## config.mk

```make
export PLATFORM = sky130hd
export DESIGN_NAME = rv32_multicycle
export DESIGN_NICKNAME = d
export VERILOG_FILES = /design/src/rtl/rv32_multicycle.sv
export SDC_FILE = /design/constraint.sdc
export NUM_CORES = 2
export LEC_CHECK = 0
export ABC_AREA = 1
export CAP_MARGIN = 20
export CORE_AREA = 5 5 352 699
export CTS_CLUSTER_SIZE = 14
export DETAILED_ROUTE_END_ITERATION = 8
export DIE_AREA = 0 0 357 704
export PLACE_DENSITY = 0.51
export REMOVE_ABC_BUFFERS = 1
export SYNTH_ARGS = -nofsm -noshare
export SYNTH_HDL_FRONTEND = slang
export SYNTH_SLANG_ARGS = --single-unit
```

## constraint.sdc

```tcl
create_clock -name clk_i -period 5.22 [get_ports clk_i]
set_clock_uncertainty 0.1 [all_clocks]
set_input_delay 0.783 -clock clk_i [delete_from_list [all_inputs] [get_ports clk_i]]
set_output_delay 0.783 -clock clk_i [all_outputs]
set_load 0.05 [all_outputs]
```

## src/rtl/rv32_multicycle.sv

```systemverilog
// Multicycle RV32I/RV32E integer core (no CSRs) with a single shared memory port
// using a ready handshake; illegal or misaligned operations halt in a sticky trap.
module rv32_multicycle #(
  parameter logic [31:0] RESET_PC = 32'h0000_0000,
  parameter int          NREGS    = 32
) (
  input  logic        clk_i,
  input  logic        rstn_i,
  output logic        enable_o,
  output logic [3:0]  wstrb_o,
  output logic [31:0] addr_o,
  output logic [31:0] wvalue_o,
  input  logic [31:0] rvalue_i,
  input  logic        ready_i,
  output logic        retire_o,
  output logic        trap_o,
  output logic [1:0]  trap_cause_o,
  output logic [31:0] trap_pc_o
);
  localparam int AW = (NREGS == 16) ? 4 : 5;

  if (NREGS != 16 && NREGS != 32) begin : g_bad_nregs
    $error("rv32_multicycle: NREGS must be 16 (RV32E) or 32 (RV32I)");
  end

  localparam logic [6:0] OP_LUI = 7'b0110111, OP_AUIPC = 7'b0010111, OP_JAL = 7'b1101111,
                         OP_JALR = 7'b1100111, OP_BR = 7'b1100011, OP_LD = 7'b0000011,
                         OP_ST = 7'b0100011, OP_OPI = 7'b0010011, OP_OP = 7'b0110011,
                         OP_FENCE = 7'b0001111, OP_SYS = 7'b1110011;

  typedef enum logic [2:0] {S_START, S_FETCH, S_DECODE, S_EXECUTE, S_MEM, S_WB, S_TRAP} state_t;

  state_t      state_q, state_d;
  logic [1:0]  cause_q, cause_d;
  logic [31:0] pc_q, ir_q, rs1v_q, rs2v_q, res_q, addr_q, npc_q, tpc_q;
  logic [31:0] regs_q [NREGS];

  logic [6:0] opc, f7;
  logic [2:0] f3;
  logic [4:0] rd, rs1, rs2;
  assign opc = ir_q[6:0];
  assign rd  = ir_q[11:7];
  assign f3  = ir_q[14:12];
  assign rs1 = ir_q[19:15];
  assign rs2 = ir_q[24:20];
  assign f7  = ir_q[31:25];

  logic is_lui, is_auipc, is_jal, is_jalr, is_br, is_ld, is_st, is_opi, is_op, is_sys;
  assign is_lui   = (opc == OP_LUI);
  assign is_auipc = (opc == OP_AUIPC);
  assign is_jal   = (opc == OP_JAL);
  assign is_jalr  = (opc == OP_JALR);
  assign is_br    = (opc == OP_BR);
  assign is_ld    = (opc == OP_LD);
  assign is_st    = (opc == OP_ST);
  assign is_opi   = (opc == OP_OPI);
  assign is_op    = (opc == OP_OP);
  assign is_sys   = (opc == OP_SYS);

  logic writes_rd, uses_rs1, uses_rs2, known, bad_idx;
  assign writes_rd = is_lui | is_auipc | is_jal | is_jalr | is_ld | is_opi | is_op;
  assign uses_rs1  = is_jalr | is_br | is_ld | is_st | is_opi | is_op;
  assign uses_rs2  = is_br | is_st | is_op;
  // Only RV32E can see an out-of-range index: bit 4 selects x16..x31.
  assign bad_idx = (NREGS == 16) &&
                   ((writes_rd && rd[4]) || (uses_rs1 && rs1[4]) || (uses_rs2 && rs2[4]));

  always_comb begin
    known = 1'b0;
    case (opc)
      OP_LUI, OP_AUIPC, OP_JAL: known = 1'b1;
      OP_JALR:  known = (f3 == 3'd0);
      OP_BR:    known = (f3 != 3'd2) && (f3 != 3'd3);
      OP_LD:    known = (f3 != 3'd3) && (f3 != 3'd6) && (f3 != 3'd7);
      OP_ST:    known = (f3 == 3'd0) || (f3 == 3'd1) || (f3 == 3'd2);
      OP_OPI:   known = (f3 == 3'd1) ? (f7 == 7'h00) :
                        (f3 == 3'd5) ? ((f7 == 7'h00) || (f7 == 7'h20)) : 1'b1;
      OP_OP:    known = (f7 == 7'h00) || ((f7 == 7'h20) && ((f3 == 3'd0) || (f3 == 3'd5)));
      OP_FENCE: known = (f3 == 3'd0) || (f3 == 3'd1);
      OP_SYS:   known = (ir_q == 32'h0000_0073) || (ir_q == 32'h0010_0073);
      default:  known = 1'b0;
    endcase
  end

  logic [31:0] imm_i, imm_s, imm_b, imm_u, imm_j;
  assign imm_i = {{20{ir_q[31]}}, ir_q[31:20]};
  assign imm_s = {{20{ir_q[31]}}, ir_q[31:25], ir_q[11:7]};
  assign imm_b = {{20{ir_q[31]}}, ir_q[7], ir_q[30:25], ir_q[11:8], 1'b0};
  assign imm_u = {ir_q[31:12], 12'b0};
  assign imm_j = {{12{ir_q[31]}}, ir_q[19:12], ir_q[20], ir_q[30:21], 1'b0};

  function automatic logic [31:0] alu(input logic [2:0] f, input logic alt,
                                      input logic [31:0] a, input logic [31:0] b);
    case (f)
      3'd0:    alu = alt ? a - b : a + b;
      3'd1:    alu = a << b[4:0];
      3'd2:    alu = {31'b0, $signed(a) < $signed(b)};
      3'd3:    alu = {31'b0, a < b};
      3'd4:    alu = a ^ b;
      3'd5:    if (alt) alu = $unsigned($signed(a) >>> b[4:0]);
               else     alu = a >> b[4:0];
      3'd6:    alu = a | b;
      default: alu = a & b;
    endcase
  endfunction

  function automatic logic [31:0] rd_reg(input logic [4:0] idx);
    rd_reg = (idx == 5'd0) ? 32'd0 : regs_q[idx[AW-1:0]];
  endfunction

  // SUB/SRA select only exists for register ops and shift-right immediates.
  logic        alt, taken, jump, mis_tgt, mis_mem;
  logic [31:0] pc4, alu_res, ea, target, exec_res, lsh, ld_val, st_data;
  logic [3:0]  st_strb;
  assign alt     = ir_q[30] && (is_op || (f3 == 3'd5));
  assign pc4     = pc_q + 32'd4;
  assign alu_res = alu(f3, alt, rs1v_q, is_op ? rs2v_q : imm_i);
  assign ea      = rs1v_q + (is_st ? imm_s : imm_i);
  assign target  = is_jal ? pc_q + imm_j : is_jalr ? (ea & ~32'd1) : pc_q + imm_b;
  assign jump    = is_jal | is_jalr | (is_br & taken);
  assign mis_tgt = jump & target[1];
  assign mis_mem = (is_ld | is_st) &
                   (((f3[1:0] == 2'd1) & ea[0]) | ((f3[1:0] == 2'd2) & (ea[1:0] != 2'd0)));
  assign exec_res = is_lui ? imm_u : is_auipc ? pc_q + imm_u :
                    (is_jal | is_jalr) ? pc4 : alu_res;

  always_comb begin
    case (f3)
      3'd0:    taken = (rs1v_q == rs2v_q);
      3'd1:    taken = (rs1v_q != rs2v_q);
      3'd4:    taken = ($signed(rs1v_q) < $signed(rs2v_q));
      3'd5:    taken = ($signed(rs1v_q) >= $signed(rs2v_q));
      3'd6:    taken = (rs1v_q < rs2v_q);
      default: taken = (rs1v_q >= rs2v_q);
    endcase
  end

  assign lsh = rvalue_i >> {addr_q[1:0], 3'b000};
  always_comb begin
    case (f3)
      3'd0:    ld_val = {{24{lsh[7]}}, lsh[7:0]};
      3'd1:    ld_val = {{16{lsh[15]}}, lsh[15:0]};
      3'd4:    ld_val = {24'd0, lsh[7:0]};
      3'd5:    ld_val = {16'd0, lsh[15:0]};
      default: ld_val = lsh;
    endcase
    case (f3)
      3'd0:    begin st_strb = 4'b0001 << addr_q[1:0]; st_data = {4{rs2v_q[7:0]}};  end
      3'd1:    begin st_strb = 4'b0011 << addr_q[1:0]; st_data = {2{rs2v_q[15:0]}}; end
      default: begin st_strb = 4'b1111;                st_data = rs2v_q;            end
    endcase
  end

  always_comb begin
    enable_o = 1'b0;
    wstrb_o  = 4'b0;
    addr_o   = 32'd0;
    wvalue_o = 32'd0;
    if (state_q == S_FETCH) begin
      enable_o = 1'b1;
      addr_o   = pc_q;
    end else if (state_q == S_MEM) begin
      enable_o = 1'b1;
      addr_o   = addr_q;
      if (is_st) begin
        wstrb_o  = st_strb;
        wvalue_o = st_data;
      end
    end
  end

  assign retire_o     = (state_q == S_WB);
  assign trap_o       = (state_q == S_TRAP);
  assign trap_cause_o = cause_q;
  assign trap_pc_o    = tpc_q;

  always_comb begin
    state_d = state_q;
    cause_d = cause_q;
    case (state_q)
      S_START: state_d = S_FETCH;
      S_FETCH: if (ready_i) state_d = S_DECODE;
      S_DECODE:
        if (!known || bad_idx) begin state_d = S_TRAP; cause_d = 2'd0; end
        else if (is_sys)       begin state_d = S_TRAP; cause_d = 2'd3; end
        else                   state_d = S_EXECUTE;
      S_EXECUTE:
        if (mis_tgt)             begin state_d = S_TRAP; cause_d = 2'd1; end
        else if (mis_mem)        begin state_d = S_TRAP; cause_d = 2'd2; end
        else if (is_ld || is_st) state_d = S_MEM;
        else                     state_d = S_WB;
      S_MEM:   if (ready_i) state_d = S_WB;
      S_WB:    state_d = S_FETCH;
      default: state_d = S_TRAP;
    endcase
  end

  always_ff @(posedge clk_i or negedge rstn_i) begin
    if (!rstn_i) begin
      state_q <= S_START;
      cause_q <= 2'd0;
    end else begin
      state_q <= state_d;
      cause_q <= cause_d;
    end
  end

  always_ff @(posedge clk_i or negedge rstn_i) begin
    if (!rstn_i) begin
      pc_q   <= RESET_PC;
      ir_q   <= 32'd0;
      rs1v_q <= 32'd0;
      rs2v_q <= 32'd0;
      res_q  <= 32'd0;
      addr_q <= 32'd0;
      npc_q  <= 32'd0;
      tpc_q  <= 32'd0;
      for (int i = 0; i < NREGS; i++) regs_q[i] <= 32'd0;
    end else begin
      case (state_q)
        S_FETCH:   if (ready_i) ir_q <= rvalue_i;
        S_DECODE:  begin rs1v_q <= rd_reg(rs1); rs2v_q <= rd_reg(rs2); end
        S_EXECUTE: begin res_q <= exec_res; addr_q <= ea; npc_q <= jump ? target : pc4; end
        S_MEM:     if (ready_i && is_ld) res_q <= ld_val;
        S_WB: begin
          pc_q <= npc_q;
          if (writes_rd && rd != 5'd0) regs_q[rd[AW-1:0]] <= res_q;
        end
        default: ;
      endcase
      if (state_d == S_TRAP && state_q != S_TRAP) tpc_q <= pc_q;
    end
  end
endmodule

```

# Yosys cells after proc, flatten, opt, wreduce, memory -nomap -nowiden
# Index checks and enable logic that the tools add are counted.
totals:
  register_bits: 1285
  wordCells: 211
  in_bits: 35
classes:
  eq_ne: 39
  order_cmp: 10
  reduce_logical: 32
  shifts: 6
  bitwise: 21
  add_sub_neg: 7
  n_mux: 54
ops:
  columns: ["operator", "n"]
  rows:
  - ["$bwmux 1024", 1]
  - ["$mux 32", 22]
  - ["$bmux 32 s5", 2]
  - ["$pmux 32 s7", 1]
  - ["$add 32x32->32", 5]
  - ["$demux 32 s5", 1]
  - ["$lt 32x32->1", 4]
  - ["$pmux 32 s2", 2]
  - ["$pmux 32 s4", 1]
  - ["$ge 32x32->1", 2]
  - ["$shr 32x5->32", 2]
  - ["$add 32x3->32 const B", 1]
  - ["$and 32x32->32", 1]
  - ["$eq 32x21->1 const B", 1]
  - ["$eq 32x32->1", 1]
  - ["$eq 32x7->1 const B", 1]
  - ["$ne 32x32->1", 1]
  - ["$or 32x32->32", 1]
  - ["$shl 32x5->32", 1]
  - ["$sshr 32x5->32", 1]
  - ["$sub 32x32->32", 1]
  - ["$xor 32x32->32", 1]
  - ["$eq 7x6->1 const B", 4]
  - ["$eq 7x7->1 const B", 4]
  - ["other kinds (39)", 107]

# Depth between registers and ports, before layout
logic_depth:
  word_depth: 12
  depth_mapped: 33

# Worst setup path before layout
# OpenSTA, ideal clock, no wires.
synth_timing:
  path_type: "register -> register"
  start: "reg ir_q[3]"
  end: "reg npc_q[20]"
  period_less_slack_ps: 3860
  required_time_ps: 5054
  path_stages_with_launch: 27
  setup_ps: 66
  arrival_time_ps: 3694
  slack_ps: 1360
  cell_sequence: "dfrtp_1 > inv_2 > nand2_1 > nor2_4 > inv_1 > nor3_1 > inv_1 > nor2_1 > o21ai_0 > inv_1 > ha_1 > inv_1 > fa_1 > nor3_1 > nor2_1 > o21ai_0 > nand2_1 > nand2_1 > nand2_1 > nand2_1 > inv_1 > or2_2 > nand3_1 > nand3_1 > nand3_1 > o211ai_1 > nand2_1"
synth_via:
  elab_chain_len: 6
  elab_cells_between_ends: 12
synth_rtl:
  columns: ["item", "line_no", "text"]
  rows:
  - ["start: declaration", "35", "logic [31:0] pc_q, ir_q, rs1v_q, rs2v_q, res_q, addr_q, npc_q, tpc_q;"]
  - ["start signal: assignment", "221", "S_FETCH: if (ready_i) ir_q <= rvalue_i;"]
  - ["$eq 7x6->1", "55", "assign is_st = (opc == OP_ST);"]
  - ["$mux 5", "118", "assign ea = rs1v_q + (is_st ? imm_s : imm_i);"]
  - ["$add 32x32->32", "118", null]
  - ["$mux 32 (2 in a row)", "119", "assign target = is_jal ? pc_q + imm_j : is_jalr ? (ea & ~32'd1) : pc_q + imm_b;"]
  - ["$mux 32 (*)", "223", "S_EXECUTE: begin res_q <= exec_res; addr_q <= ea; npc_q <= jump ? target : pc4; end"]
  - ["end signal: assignment", "216", "npc_q <= 32'd0;"]
  - ["end signal: assignment", "223", null]
  - ["end: declaration", "35", null]
# Mark *: on every way between the ends. The rest lies on a longest branch, timed or not.
# A chain may end at the register's enable or synchronous reset.

# Final worst setup path
layout_timing:
  start: "reg ir_q[3]"
  end: "reg res_q[21]"
layout_via:
  elab_chain_len: 9
  elab_cells_between_ends: 28
layout_rtl:
  columns: ["item", "line_no", "text"]
  rows:
  - ["$eq 7x6->1", "57", "assign is_op = (opc == OP_OP);"]
  - ["$mux 32 or $logic_or 1x1->1 (tied branches)", "117, 115", null]
  - ["$add 32x32->32 (tied with other cells)", "95", "3'd0: alu = alt ? a - b : a + b;"]
  - ["$mux 32, on equally long branches", "95, 100", null]
  - ["$pmux 32 s7", "94", "case (f)"]
  - ["$mux 32", "125", "(is_jal | is_jalr) ? pc4 : alu_res;"]
  - ["$mux 32 (2 in a row)", "124", "assign exec_res = is_lui ? imm_u : is_auipc ? pc_q + imm_u :"]
  - ["$pmux 32 s2", "220", "case (state_q)"]
  - ["end signal: assignment", "224", "S_MEM: if (ready_i && is_ld) res_q <= ld_val;"]
  - ["end: declaration", "35", null]
# Several ways; a longest one is shown, not always the timed one.

==> summary.md <==
Setup path
• **source of the critical timing path** ir_q[3]
• **worst-path cell with the longest stage delay** sky130_fd_sc_hd__ha_1
• **crit path DAT** 5640 ps
• **critical register-to-register path startpoint** ir_q[3]
• **Setup crit start kind** flip-flop
• **Critical Path Most Common Cell** sky130_fd_sc_hd__nand2_1
• **maximum fanout along the worst path** 19
• **Setup crit end kind** flip-flop
• **worst path cell trace** inv_2, nand2_1, nor2_4, nand2_4, nand2_1, buf_12, o21ai_0, ha_1, inv_1, a21oi_2, o21ai_1, buf_4, a21oi_1, nand2_1, nand2_1, nand3_1, nand3_1, nand3_1, nand2_2, nand2_1, nand2_1, nand2_1, nand2_1, nand2_1
• **Worst Path Required** 5800 ps
• **delay of the slowest cell on the worst path** 480 ps
• **CP Class** flip-flop to flip-flop

Route
• **1st-pass router iterations** 9
• **Via-to-Cell Ratio** 6.02
• **routed wire length on met3** 35800 um
• **number of nets still failing antenna checks after routing** 0
• **Detailed Route Iter0 Violations** 10600
• **routed metal-1 wirelength** 168000 um
• **final wirelength** 491000 um
• **routed wirelength normalized by instance count** 32.3 um
• **routed via count** 91500
• **WL met2** 232000 um
• **top routing layer used** met5
• **residual DRC count** 3

GRT
• **overall fraction of global-route tracks in use** 37.7%
• **wire length of the first global-routing pass** 681000 um
• **GR Overflow Total** 0
• **largest net degree at the start of global routing** 201
• **vias in the first global route** 88400
• **initial antenna violation count** 51

Logic synthesis
• **Post-synth top cells** 2802 x sky130_fd_sc_hd__nand2_1, 1821 x sky130_fd_sc_hd__o21ai_0, 1285 x sky130_fd_sc_hd__dfrtp_1
• **most frequently used flop master after synthesis** sky130_fd_sc_hd__dfrtp_1
• **post-synthesis instance area** 83500 um^2
• **most frequent cell after synthesis** sky130_fd_sc_hd__nand2_1
• **Yosys warning count** 0
• **fraction of the yosys area taken by sequential cells** 38.5%
• **Syn Inst Count** 12000
• **register bit total from synthesis** 1285
• **Mapped Avg Cell Area** 6.94 um^2
• **number of distinct library cells after synthesis** 60
• **cell type with the highest aggregate area in the netlist** sky130_fd_sc_hd__dfrtp_1
• **ranking of synthesized cells by area** sky130_fd_sc_hd__dfrtp_1 39%, sky130_fd_sc_hd__nand2_1 13%, sky130_fd_sc_hd__o21ai_0 11%
• **share of flip-flops with an asynchronous set or reset** 100%
• **number of enable-type register cells in the synthesized netlist** 0
• **fraction of post-synthesis cell area in the top cell type by area** 38.5%

Run
• **maximum capacitance violations** 0

STA
• **max_slew headroom** 12.3%
• **Final setup violation count** 0
• **unrepaired setup endpoints after global routing** no
• **transition time of the tightest slew-check pin** 1320 ps
• **final hold vios** 0
• **shortest clock period the worst path allows after layout** 5060 ps
• **max-slew violations** 0
• **maximum clock frequency** 0.197 GHz
• **Period Utilization, post-route** 97.0%

Outcome
• **violated checks** design-rule violations
• **outcome** finished with violations

Finish
• **number of nets at the end of the flow** 12100
• **share of post-route cells with drive strength above 1** 7.30%
• **filler cell count** 25400
• **P&R area growth vs syn** 14.0%
• **final instance area** 95200 um^2
• **register with the most flip-flops** regs_q
• **flip-flop count of the largest register after layout** 1024

Clock network
• **clk buf depth** 4
• **clock input transition at the sequential cells of the worst setup and hold paths** 70 ps
• **maximum level of the CTS H-tree** 4
• **buffers inserted by post-CTS timing repair** 0
• **number of clock buffers inserted by TritonCTS** 143
• **clock tree from TritonCTS** yes
• **worst skew pair latency** 830 ps
• **clk root buf** sky130_fd_sc_hd__clkbuf_16
• **total clock sinks** 1285

Worst hold path
• **beginning of the worst hold path** regs_q[1005]
• **Hold Path Class** flip-flop to flip-flop

Placed design
• **HPWL Detailed** 346000 um
• **DP Area** 90200 um^2
• **routability-driven placement congestion ratio** 1.08
• **quantity of I/O buffers inserted on ports** 139

Power and ir drop
• **Worst VDD drop** 377 uV
• **power per cell area** 652 nW/um^2
• **power after layout** 62100 uW
• **Leak** 0.0420 uW

Floorplan
• **Initial Util** 34.8%
• **Die Footprint** 251000 um^2
• **core region area** 240000 um^2
• **vertical die dimension** 704 um
• **site row count** 254
• **Top-Level Pins** 140
• **die width** 357 um

-- final timing paths --
| kind | end | slack [ps] | cells past startpoint |
|---|---|---|---|
| max | res_q[21] | 160 | 24 |
| min | regs_q[1005] | 300 | 0 |
| max reg2reg | res_q[21] | 160 | 24 |
| min reg2reg | regs_q[1005] | 300 | 0 |
| max in group asynchronous | regs_q[281] | 2900 | 3 |
| min in group asynchronous | trap_pc_o[15] | 440 | 2 |
-- placed cells by master, fill, tap and decap left out, types with 19 or more instances in the layout --
| cell type | count |
|---|---|
| sky130_fd_sc_hd__nand2_1 | 2791 |
| sky130_fd_sc_hd__o21ai_0 | 1817 |
| sky130_fd_sc_hd__dfrtp_1 | 1274 |
| sky130_fd_sc_hd__a21oi_1 | 934 |
| sky130_fd_sc_hd__inv_1 | 888 |
| sky130_fd_sc_hd__nor2_1 | 805 |
| sky130_fd_sc_hd__nand3_1 | 715 |
| sky130_fd_sc_hd__o21ai_1 | 659 |
| sky130_fd_sc_hd__buf_4 | 401 |
| sky130_fd_sc_hd__ha_1 | 215 |
| sky130_fd_sc_hd__o211ai_1 | 196 |
| sky130_fd_sc_hd__clkbuf_16 | 149 |
| sky130_fd_sc_hd__o221ai_1 | 136 |
| sky130_fd_sc_hd__clkdlybuf4s50_1 | 102 |
| sky130_fd_sc_hd__buf_12 | 101 |
| sky130_fd_sc_hd__o22ai_1 | 95 |
| sky130_fd_sc_hd__nand4_1 | 92 |
| sky130_fd_sc_hd__nor3_1 | 68 |
| sky130_fd_sc_hd__xor2_1 | 55 |
| sky130_fd_sc_hd__o311ai_0 | 48 |
| sky130_fd_sc_hd__diode_2 | 36 |
| sky130_fd_sc_hd__clkbuf_1 | 33 |
| sky130_fd_sc_hd__clkbuf_8 | 32 |
| sky130_fd_sc_hd__or2_2 | 27 |
| sky130_fd_sc_hd__nand2_4 | 26 |
| sky130_fd_sc_hd__a31oi_1 | 23 |
| sky130_fd_sc_hd__o21bai_1 | 20 |
| sky130_fd_sc_hd__a21o_1 | 19 |
-- cell type report --
class                   instances  area [um^2]  share of cell area (%)
diodes                         36         90.1                  0.0946
flip-flops and latches       1285        32200                    33.8
well taps                    3200         4000                    4.20
inverters                     916         3460                    3.64
clock buffers                 214         4290                    4.51
multi-input cells            8907        44400                    46.6
repair buffers                626         6580                    6.91
clock inverters                23          209                   0.219
-- where the power goes --
group / leakage [uW] / switching (uW) / total, uW / internal [uW]
clock: 0.00222 / 4540 / 10400 / 5810
combinational: 0.0222 / 28700 / 38900 / 10200
sequential: 0.0177 / 1840 / 12900 / 11000
total: 0.0420 / 35000 / 62100 / 27000
-- per-stage QoR --
stage                     utilization, %  cells  setup WS (ps)  hold WS [ps]  TNS (ps)
final                               39.7  15200            156           295         0
after global routing                39.7  15200           13.8           310         0
after CTS                           39.5  15200           56.4           299         0
after detailed placement            37.6  14900           31.4           285         0
after global placement              37.6  14900           28.6           280         0
after floorplan                        -  11100         -15050           269  -4690010
-- layer usage --
| metal | up-vias | GRT usage (%) |
|---|---|---|
| met4 | 24 | 34.8 |
| met1 | 44300 | 40.8 |
| li1 | 40400 | - |
| met2 | 5095 | 62.3 |
| met5 | - | 0 |
| met3 | 1685 | 6.60 |
-- repair_timing --
item                                    CTS  global route
cloned                                    0             0
endpoints found under the setup margin    1             5
hold endpoints to repair                 78             0
pin swaps                                 0             0
gates resized for setup                   1             6
hold buffers                              1             0
-- worst max-delay path: cells and delay by family (launching register included) --
kind	cells	cell delay, ps
AND/OR/NAND/NOR	15	2240
AO/OA/AOI/OAI	4	1030
buffers and inverters	4	610
adder cells (fa/ha/maj)	1	480
flip-flops	1	410
-- kinds of logic after synthesis --
kind of cell	after synthesis	synth area share [%]
and+or+nand+nor	4596	22.6
AOI/OAI and AO/OA	4024	26.2
buffers and inverters	1840	8.66
DFF	1285	38.5
adders and majority gates	221	3.37
xor gates and xnor gates	66	0.692
(Power assumes the default switching activity.)
